$ cat src/rtl/dso_calib_pipe_if.sv
// rtl/dso_calib_pipe_if.sv - config write port and sample in/out handshake bundle for dso_calib_pipe
interface dso_calib_pipe_if #(
    parameter int DW  = 8,
    parameter int GW  = 8,
    parameter int CHW = 2
);
    localparam int CW = (DW > GW) ? DW : GW;

    logic           cfg_we;
    logic           cfg_sel;
    logic [CHW-1:0] cfg_ch;
    logic [CW-1:0]  cfg_data;

    logic           in_vld;
    logic           in_rdy;
    logic [CHW-1:0] in_ch;
    logic [DW-1:0]  in_raw;

    logic           out_vld;
    logic           out_rdy;
    logic [CHW-1:0] out_ch;
    logic [DW-1:0]  out_smpl;
    logic           out_sat;

    modport master (
        output cfg_we, cfg_sel, cfg_ch, cfg_data,
        output in_vld, in_ch, in_raw, out_rdy,
        input  in_rdy, out_vld, out_ch, out_smpl, out_sat
    );

    modport slave (
        input  cfg_we, cfg_sel, cfg_ch, cfg_data,
        input  in_vld, in_ch, in_raw, out_rdy,
        output in_rdy, out_vld, out_ch, out_smpl, out_sat
    );
endinterface

$ cat src/rtl/dso_calib_pipe.sv
// rtl/dso_calib_pipe.sv - two-stage per-channel offset/gain sample calibrator with saturation
module dso_calib_pipe #(
    parameter int DW  = 8,
    parameter int GW  = 8,
    parameter int NCH = 3,
    parameter int CHW = 2
) (
    input  logic             clk,
    input  logic             rst_n,
    dso_calib_pipe_if.slave  bus
);
    localparam int              NREG    = 2 ** CHW;
    localparam int              PW      = DW + GW;
    localparam logic [CHW:0]    NCH_L   = (CHW + 1)'(NCH);
    localparam logic [GW-1:0]   G_UNITY = {1'b1, {(GW - 1){1'b0}}};
    localparam logic [PW-1:0]   P_MAX   = {1'b0, {(PW - 1){1'b1}}};

    // Sized to the full index space so out-of-range channels read a harmless constant.
    logic [DW-1:0]  off_q  [NREG];
    logic [GW-1:0]  gain_q [NREG];

    logic           s1_vld_q;
    logic [DW-1:0]  s1_s_q;
    logic [GW-1:0]  s1_g_q;
    logic [CHW-1:0] s1_ch_q;
    logic           s1_sat_q;

    logic           s2_vld_q;
    logic [DW-1:0]  s2_smpl_q;
    logic [CHW-1:0] s2_ch_q;
    logic           s2_sat_q;

    logic                 en;
    logic                 in_ok;
    logic                 cfg_ok;
    logic signed [DW+1:0] sum;
    logic [DW-1:0]        s1_s_d;
    logic                 s1_sat_d;
    logic [PW-1:0]        prod;
    logic [PW-1:0]        prod_c;
    logic [DW-1:0]        s2_smpl_d;
    logic                 s2_sat_d;

    always_comb begin
        en     = ~s2_vld_q | bus.out_rdy;
        in_ok  = bus.in_vld & ({1'b0, bus.in_ch} < NCH_L);
        cfg_ok = bus.cfg_we & ({1'b0, bus.cfg_ch} < NCH_L);

        sum = $signed({2'b00, bus.in_raw})
            + $signed({{2{off_q[bus.in_ch][DW-1]}}, off_q[bus.in_ch]});
        s1_s_d   = sum[DW-1:0];
        s1_sat_d = 1'b0;
        if (sum[DW+1]) begin
            s1_s_d   = '0;
            s1_sat_d = 1'b1;
        end else if (sum[DW]) begin
            s1_s_d   = '1;
            s1_sat_d = 1'b1;
        end

        prod     = PW'(s1_s_q) * PW'(s1_g_q);
        prod_c   = prod;
        s2_sat_d = s1_sat_q;
        if (prod[PW-1]) begin
            prod_c   = P_MAX;
            s2_sat_d = 1'b1;
        end
        s2_smpl_d = prod_c[PW-2:GW-1];
    end

    always_ff @(posedge clk) begin
        if (!rst_n) begin
            for (int i = 0; i < NREG; i++) begin
                off_q[i]  <= '0;
                gain_q[i] <= G_UNITY;
            end
            s1_vld_q  <= 1'b0;
            s1_s_q    <= '0;
            s1_g_q    <= '0;
            s1_ch_q   <= '0;
            s1_sat_q  <= 1'b0;
            s2_vld_q  <= 1'b0;
            s2_smpl_q <= '0;
            s2_ch_q   <= '0;
            s2_sat_q  <= 1'b0;
        end else begin
            if (cfg_ok) begin
                if (bus.cfg_sel) begin
                    gain_q[bus.cfg_ch] <= bus.cfg_data[GW-1:0];
                end else begin
                    off_q[bus.cfg_ch] <= bus.cfg_data[DW-1:0];
                end
            end
            // Stage 1 reads coefficients before this edge's write lands, so a colliding write is not seen.
            if (en) begin
                s1_vld_q <= in_ok;
                if (in_ok) begin
                    s1_s_q   <= s1_s_d;
                    s1_g_q   <= gain_q[bus.in_ch];
                    s1_ch_q  <= bus.in_ch;
                    s1_sat_q <= s1_sat_d;
                end
                s2_vld_q <= s1_vld_q;
                if (s1_vld_q) begin
                    s2_smpl_q <= s2_smpl_d;
                    s2_ch_q   <= s1_ch_q;
                    s2_sat_q  <= s2_sat_d;
                end
            end
        end
    end

    assign bus.in_rdy   = en;
    assign bus.out_vld  = s2_vld_q;
    assign bus.out_ch   = s2_ch_q;
    assign bus.out_smpl = s2_smpl_q;
    assign bus.out_sat  = s2_sat_q;
endmodule

$ cat src/flat_wrapper.sv
// flat-port wrapper written by rule: the top's interface ports become plain ports
module dso_calib_pipe_flat 
#(
    parameter int DW  = 8,
    parameter int GW  = 8,
    parameter int NCH = 3,
    parameter int CHW = 2
)
  (clk, rst_n, bus_cfg_we, bus_cfg_sel, bus_cfg_ch, bus_cfg_data, bus_in_vld, bus_in_ch, bus_in_raw, bus_out_rdy, bus_in_rdy, bus_out_vld, bus_out_ch, bus_out_smpl, bus_out_sat);
  dso_calib_pipe_if #(.DW(DW), .GW(GW), .CHW(CHW)) bus_i ();
  input  logic clk;
  input  logic rst_n;
  input wire logic [$bits(bus_i.cfg_we)-1:0] bus_cfg_we;
  input wire logic [$bits(bus_i.cfg_sel)-1:0] bus_cfg_sel;
  input wire logic [$bits(bus_i.cfg_ch)-1:0] bus_cfg_ch;
  input wire logic [$bits(bus_i.cfg_data)-1:0] bus_cfg_data;
  input wire logic [$bits(bus_i.in_vld)-1:0] bus_in_vld;
  input wire logic [$bits(bus_i.in_ch)-1:0] bus_in_ch;
  input wire logic [$bits(bus_i.in_raw)-1:0] bus_in_raw;
  input wire logic [$bits(bus_i.out_rdy)-1:0] bus_out_rdy;
  output wire logic [$bits(bus_i.in_rdy)-1:0] bus_in_rdy;
  output wire logic [$bits(bus_i.out_vld)-1:0] bus_out_vld;
  output wire logic [$bits(bus_i.out_ch)-1:0] bus_out_ch;
  output wire logic [$bits(bus_i.out_smpl)-1:0] bus_out_smpl;
  output wire logic [$bits(bus_i.out_sat)-1:0] bus_out_sat;
  assign bus_i.cfg_we = bus_cfg_we;
  assign bus_i.cfg_sel = bus_cfg_sel;
  assign bus_i.cfg_ch = bus_cfg_ch;
  assign bus_i.cfg_data = bus_cfg_data;
  assign bus_i.in_vld = bus_in_vld;
  assign bus_i.in_ch = bus_in_ch;
  assign bus_i.in_raw = bus_in_raw;
  assign bus_i.out_rdy = bus_out_rdy;
  assign bus_in_rdy = bus_i.in_rdy;
  assign bus_out_vld = bus_i.out_vld;
  assign bus_out_ch = bus_i.out_ch;
  assign bus_out_smpl = bus_i.out_smpl;
  assign bus_out_sat = bus_i.out_sat;
  dso_calib_pipe #(.DW(DW), .GW(GW), .NCH(NCH), .CHW(CHW)) u_core (.clk(clk), .rst_n(rst_n), .bus(bus_i));
endmodule
$ cat config.mk
export PLATFORM = sky130hd
export DESIGN_NAME = dso_calib_pipe_flat
export DESIGN_NICKNAME = d
export VERILOG_FILES = /design/src/rtl/dso_calib_pipe_if.sv /design/src/rtl/dso_calib_pipe.sv /design/src/flat_wrapper.sv
export SDC_FILE = /design/constraint.sdc
export NUM_CORES = 1
export LEC_CHECK = 0
export ABC_AREA = 1
export BUFFER_PORTS_ARGS = -buffer_cell sky130_fd_sc_hd__clkbuf_2
export CAP_MARGIN = 0
export CORE_UTILIZATION = 45
export CTS_BUF_LIST = sky130_fd_sc_hd__clkbuf_8
export DETAILED_ROUTE_END_ITERATION = 12
export SLEW_MARGIN = 15
export SYNTH_ARGS = -nofsm -noshare
export SYNTH_HDL_FRONTEND = slang
export SYNTH_SLANG_ARGS = --single-unit
$ cat constraint.sdc
create_clock -name clk -period 4.6 [get_ports clk]
set_input_delay 0.23 -clock clk [delete_from_list [all_inputs] [get_ports clk]]
set_output_delay 0.23 -clock clk [all_outputs]
set_load 0.005 [all_outputs]
# [Yosys cells after proc, flatten, opt, wreduce, memory -nomap -nowiden]
# Memories as Yosys holds them, arrays and structs flattened. A register that Yosys moved wholly into a read port is not among the register bits.
# Cells that the tools add are included.
[totals] out_inout_bits=13 ram_bits=64 input_bits=26 n_memories=2 reg_bits=24
[op_classes] reduce_logical=5 n_lt_le_gt_ge=2 mul=1 n_mux=21 n_bitwise=4 addsub=1
[mem_list] memory="u_core.gain_q" words=4 width=8 rd=1 rd_ports_with_merged_regs=1 write_ports=4 line_no="dso_calib_pipe.sv:20" text="logic [GW-1:0] gain_q [NREG];"
[mem_list] memory="u_core.off_q" words=4 width=8 rd=1 rd_ports_with_merged_regs=0 write_ports=4 line_no="dso_calib_pipe.sv:19" text="logic [DW-1:0] off_q [NREG];"
[op_table] operator="8-bit two-way mux" count=4
[op_table] operator="8-bit by 8-bit multiplier with 16-bit output" count=1
[op_table] operator="8-bit OR reduction" count=2
[op_table] operator="15-bit two-way mux" count=1
[op_table] operator="1-bit two-way mux" count=14
[op_table] operator="9-bit by 8-bit adder with 10-bit output" count=1
[op_table] operator="2-bit less-than comparator, second input constant" count=2
[op_table] operator="2-bit two-way mux" count=2
[op_table] operator="2-bit AND reduction" count=2
[op_table] operator="1-bit bitwise AND" count=2
[op_table] operator="1-bit zero test" count=1
[op_table] operator="1-bit inverter" count=1
[op_table] operator="1-bit OR" count=1

# [Depth between registers and ports, before layout]
[logic_depth] depth_word=7 mapped_depth=22

# [Worst setup path before layout]
# No wires, ideal clock.
[synth_timing] path_type="register -> register" startpoint="register u_core.s1_s_q[3]" endpoint="register u_core.s2_smpl_q[0], in the netlist u_core.bus.out_smpl[0]" arrival_time_ps=3971 slack_ps=512 stages_incl_launch_ff=21 t_required_ps=4483 path_cell_list="dfxtp_1 clkbuf_1 nand2_1 inv_1 fa_1 fa_1 fa_1 inv_1 fa_1 inv_1 ha_1 nand2_1 inv_1 a21oi_2 nor2_1 nor2_2 nand2_2 nand2_2 nand3_4 nor2_1 nor2_1"
[synth_via] elab_chain_len=2
[synth_rtl] element="from (decl)" line_no="dso_calib_pipe.sv:23" text="logic [DW-1:0] s1_s_q;"
[synth_rtl] element="from (signal assigned)" line_no="dso_calib_pipe.sv:98" text="s1_s_q <= s1_s_d;"
[synth_rtl] element="8-bit by 8-bit multiplier with 16-bit output" line_no="dso_calib_pipe.sv:61" text="prod = PW'(s1_s_q) * PW'(s1_g_q);"
[synth_rtl] element="15-bit two-way mux" line_no="dso_calib_pipe.sv:64" text="if (prod[PW-1]) begin"
[synth_rtl] element="to (signal assigned)" line_no="dso_calib_pipe.sv:105" text="s2_smpl_q <= s2_smpl_d;"
[synth_rtl] element="to (decl)" line_no="dso_calib_pipe.sv:29" text="logic [DW-1:0] s2_smpl_q;"
# Every way passes these cells.
# A chain may end at the register's enable or synchronous reset.

# [Worst setup path after layout]
[layout_timing] startpoint="register u_core.s1_s_q[2]" endpoint="register u_core.s2_smpl_q[3], in the netlist u_core.bus.out_smpl[3]"
# Same word-level chain as after synthesis.

==> impl_metrics.py <==
metrics = {
    "die": {
        "die_height_um": 124,
        "fp.coreArea_um2": 14500,
        "ios": 39,
        "die-area_um2": 15300,
        "placementRows": 44,
        "die_x_um": 124,
        "start_util": 0.459,
    },
    "routing": {
        "detail-route-antenna-nets": 0,
        "via_per_inst": 5.06,
        "drt_first_iter_violations": 283,
        "drc_errors": 0,
        "wl_um": 14700,
        "wl_per_cell_um": 14.2,
        "firstDrtPassIters": 4,
        "vias": 5245,
    },
    "worst_setup_path": {
        "reg2reg_depth": 19,
        "crit_arrival_ps": 4560,
        "critPathLaunch": "u_core.s1_s_q[2]",
        "rrSetupSlack_ps": 300,
        "critPathKind": "flip-flop to flip-flop",
        "worstPathRequired_ps": 4860,
        "worstPathMaxFanout": 9,
        "cp-end-kind": "flip-flop",
        "r2r_end": "u_core.bus.out_smpl[3]",
        "rr_startpoint": "u_core.s1_s_q[2]",
        "startpoint_type": "flip-flop",
    },
    "sta": {
        "tns_ps": 0,
        "fin_crit_sh": 0.935,
        "max_slew_margin": 0.500,
        "setup_violations": 0,
        "max_freq_mhz": 233,
        "final-hold-violation-count": 0,
        "period_minus_slack_ps": 4300,
        "tightest_slew_ps": 749,
        "rsz0062_at_grt": "false",
        "clock_skew_ps": 13.1,
        "maxSlewViolCount": 0,
    },
    "grt": {
        "grt_use_total": 0.211,
        "grt_pass1_wl_um": 24600,
        "grt_max_degree": 35,
        "overflow": 0,
        "grt_pass1_vias": 5135,
        "antenna_found_initial": 0,
    },
    "final_layout": {
        "layout.nets": 954,
        "drive_gt1_frac": 0.0950,
        "syn_to_final_growth_pct": 7.21,
        "finish.instance_area_um2": 7130,
        "diodes": 0,
    },
    "min_path": {
        "min_path_cells": 4,
        "hold_class": "input pin to flip-flop",
        "hold_start": "bus_out_rdy",
        "whs_endpoint": "u_core.s1_vld_q",
    },
    "synthesis": {
        "seq_area_frac_synth": 0.385,
        "async_reset_ff_frac": 0,
        "synth_area_leader_cell": "edfxtp_1",
        "synth_commonest_cells": "nand2_1 (166), nor2_1 (144), inv_1 (140)",
        "ys_types": 33,
        "synth_edf_count": 64,
        "synth_seq_cells": 96,
        "yosys_most_used_dff": "edfxtp_1",
        "synthTopCellsByArea": "edfxtp_1 (29%), fa_1 (11%), dfxtp_1 (9.6%), nand2_1 (9.4%), nor2_1 (8.1%)",
        "yosysTopAreaCellShare": 0.289,
        "synth_most_common_cell": "nand2_1",
        "syn-num-nets": 936,
        "yosys_warnings": 0,
        "avgSynthCellArea_um2": 7.99,
        "netlist_area_um2": 6650,
        "synthCells": 832,
    },
    "placement": {
        "hpwl_um": 11500,
        "io_buffers": 38,
        "placed_cell_area_um2": 6950,
        "place.gp.congestion": 0.893,
    },
    "power_and_ir_drop": {
        "max-vdd-ir-drop_uv": 196,
        "p_leak_nw": 3.76,
        "power.density_nw_per_um2": 268,
    },
    "cts": {
        "postCtsHoldBufs": 0,
        "clk_pin_slew_worst_paths_ps": 90,
        "post_cts_buffers": 0,
        "max-clock-path-buffers": 2,
        "ctsResizeCount": 0,
        "cts.sink_count": 96,
        "cts_tree": "done",
        "clkLatencyLatePin_ps": 370,
        "cts_htree_levels": 3,
        "cts_inserted_buffers": 9,
        "root_buffer": "clkbuf_8",
    },
    "run": {
        "drv_cap": 0,
    },
    "run_status": {
        "status": "finished clean",
    },
}
worst max-delay path by stage:
stage / to / slack, ps / depth (start not counted)
final: u_core.bus.out_smpl[3] / 300 / 19
after global routing: u_core.bus.out_smpl[3] / 30 / 19
after CTS: u_core.bus.out_smpl[3] / 300 / 19
after detailed placement: u_core.bus.out_smpl[3] / 310 / 19
after global placement: u_core.bus.out_smpl[3] / 430 / 19
after floorplan: u_core.bus.out_smpl[0] / 510 / 20
sequential cells by signal, indices dropped and copies added, names as in the netlist:
register             cells
u_core.bus.out_ch        2
u_core.s1_vld_q          1
u_core.s1_s_q            8
u_core.bus.out_smpl      8
u_core.gain_q           32
u_core.off_q            32
u_core.s1_sat_q          1
u_core.s1_ch_q           2
u_core.bus.out_vld       1
u_core.s1_g_q            8
u_core.bus.out_sat       1
per-stage QoR:
step	hold WS (ps)	util	worst slack, ps	power (mW)	std cells
after global placement	452	0.480	431	1.38	1023
after floorplan	391	-	512	1.29	832
after CTS	125	0.492	297	1.92	1037
final	140	0.492	300	1.91	1037
after detailed placement	457	0.480	313	1.39	1023
after global routing	158	0.492	30.5	2.01	1037
worst max-delay path, cell delays in order (launching register included):
cell,delay [ps]
dfxtp_1,520
nand2_1,100
inv_1,80
fa_1,440
fa_1,520
fa_1,550
inv_1,50
fa_1,520
inv_1,40
ha_1,340
nand2_1,90
nand2_1,90
a21oi_2,190
nor2_1,80
nor2_2,140
nand2_2,70
nand2_2,80
nand3_4,100
nor2_1,130
nor2_1,60
per-layer routing:
| metal | vias up | global-route usage | part of all wire |
|---|---|---|---|
| met5 | - | 0 | 0 |
| li1 | 2649 | - | - |
| met2 | 107 | 0.366 | 0.48 |
| met4 | 0 | 0.0670 | 0.020 |
| met1 | 2469 | 0.271 | 0.46 |
| met3 | 20 | 0.0286 | 0.036 |
where the power goes:
| part | switching, mW | internal, mW |
|---|---|---|
| combinational | 0.228 | 0.123 |
| clock | 0.291 | 0.247 |
| sequential | 0.0455 | 0.976 |
| total | 0.564 | 1.35 |
cell families (layout without fill, tap and decap cells):
group	count (synthesis)	count (layout)	share of synthesized area
and+or+nand+nor	376	376	0.235
DFF	96	96	0.385
buffers and inverters	177	198	0.103
AOI/OAI and AO/OA	98	98	0.0802
xor gates and xnor gates	7	7	0.00922
adders and majority gates	78	78	0.187
layout make-up:
cell class / count / area, µm²
Sequential cell: 96 / 2560
Inverter: 143 / 537
Clock inverter: 5 / 57.6
Clock buffer: 9 / 124
Tap cell: 184 / 230
Timing Repair Buffer: 41 / 213
Fill cell: 1440 / 7350
Multi-Input combinational cell: 559 / 3400
cell usage in the layout (no fill, tap or decap), types with 3 or more instances in the layout:
cell type | synthesis | routed
clkbuf_2 | 0 | 38
nand2_2 | 11 | 11
fa_1 | 36 | 36
a21o_1 | 3 | 3
clkbuf_8 | 0 | 9
nand2_1 | 166 | 166
inv_2 | 3 | 3
edfxtp_1 | 64 | 64
o22ai_1 | 6 | 6
nor2_1 | 144 | 144
o21ai_0 | 48 | 48
xnor2_1 | 4 | 4
ha_1 | 42 | 42
buf_4 | 3 | 3
nand3_1 | 36 | 36
o21ai_1 | 3 | 3
xor2_1 | 3 | 3
inv_1 | 140 | 140
dfxtp_1 | 32 | 32
a31oi_1 | 9 | 9
a21oi_1 | 24 | 24
nand4_1 | 6 | 6
Note: power is estimated with default switching activity, not from simulation.
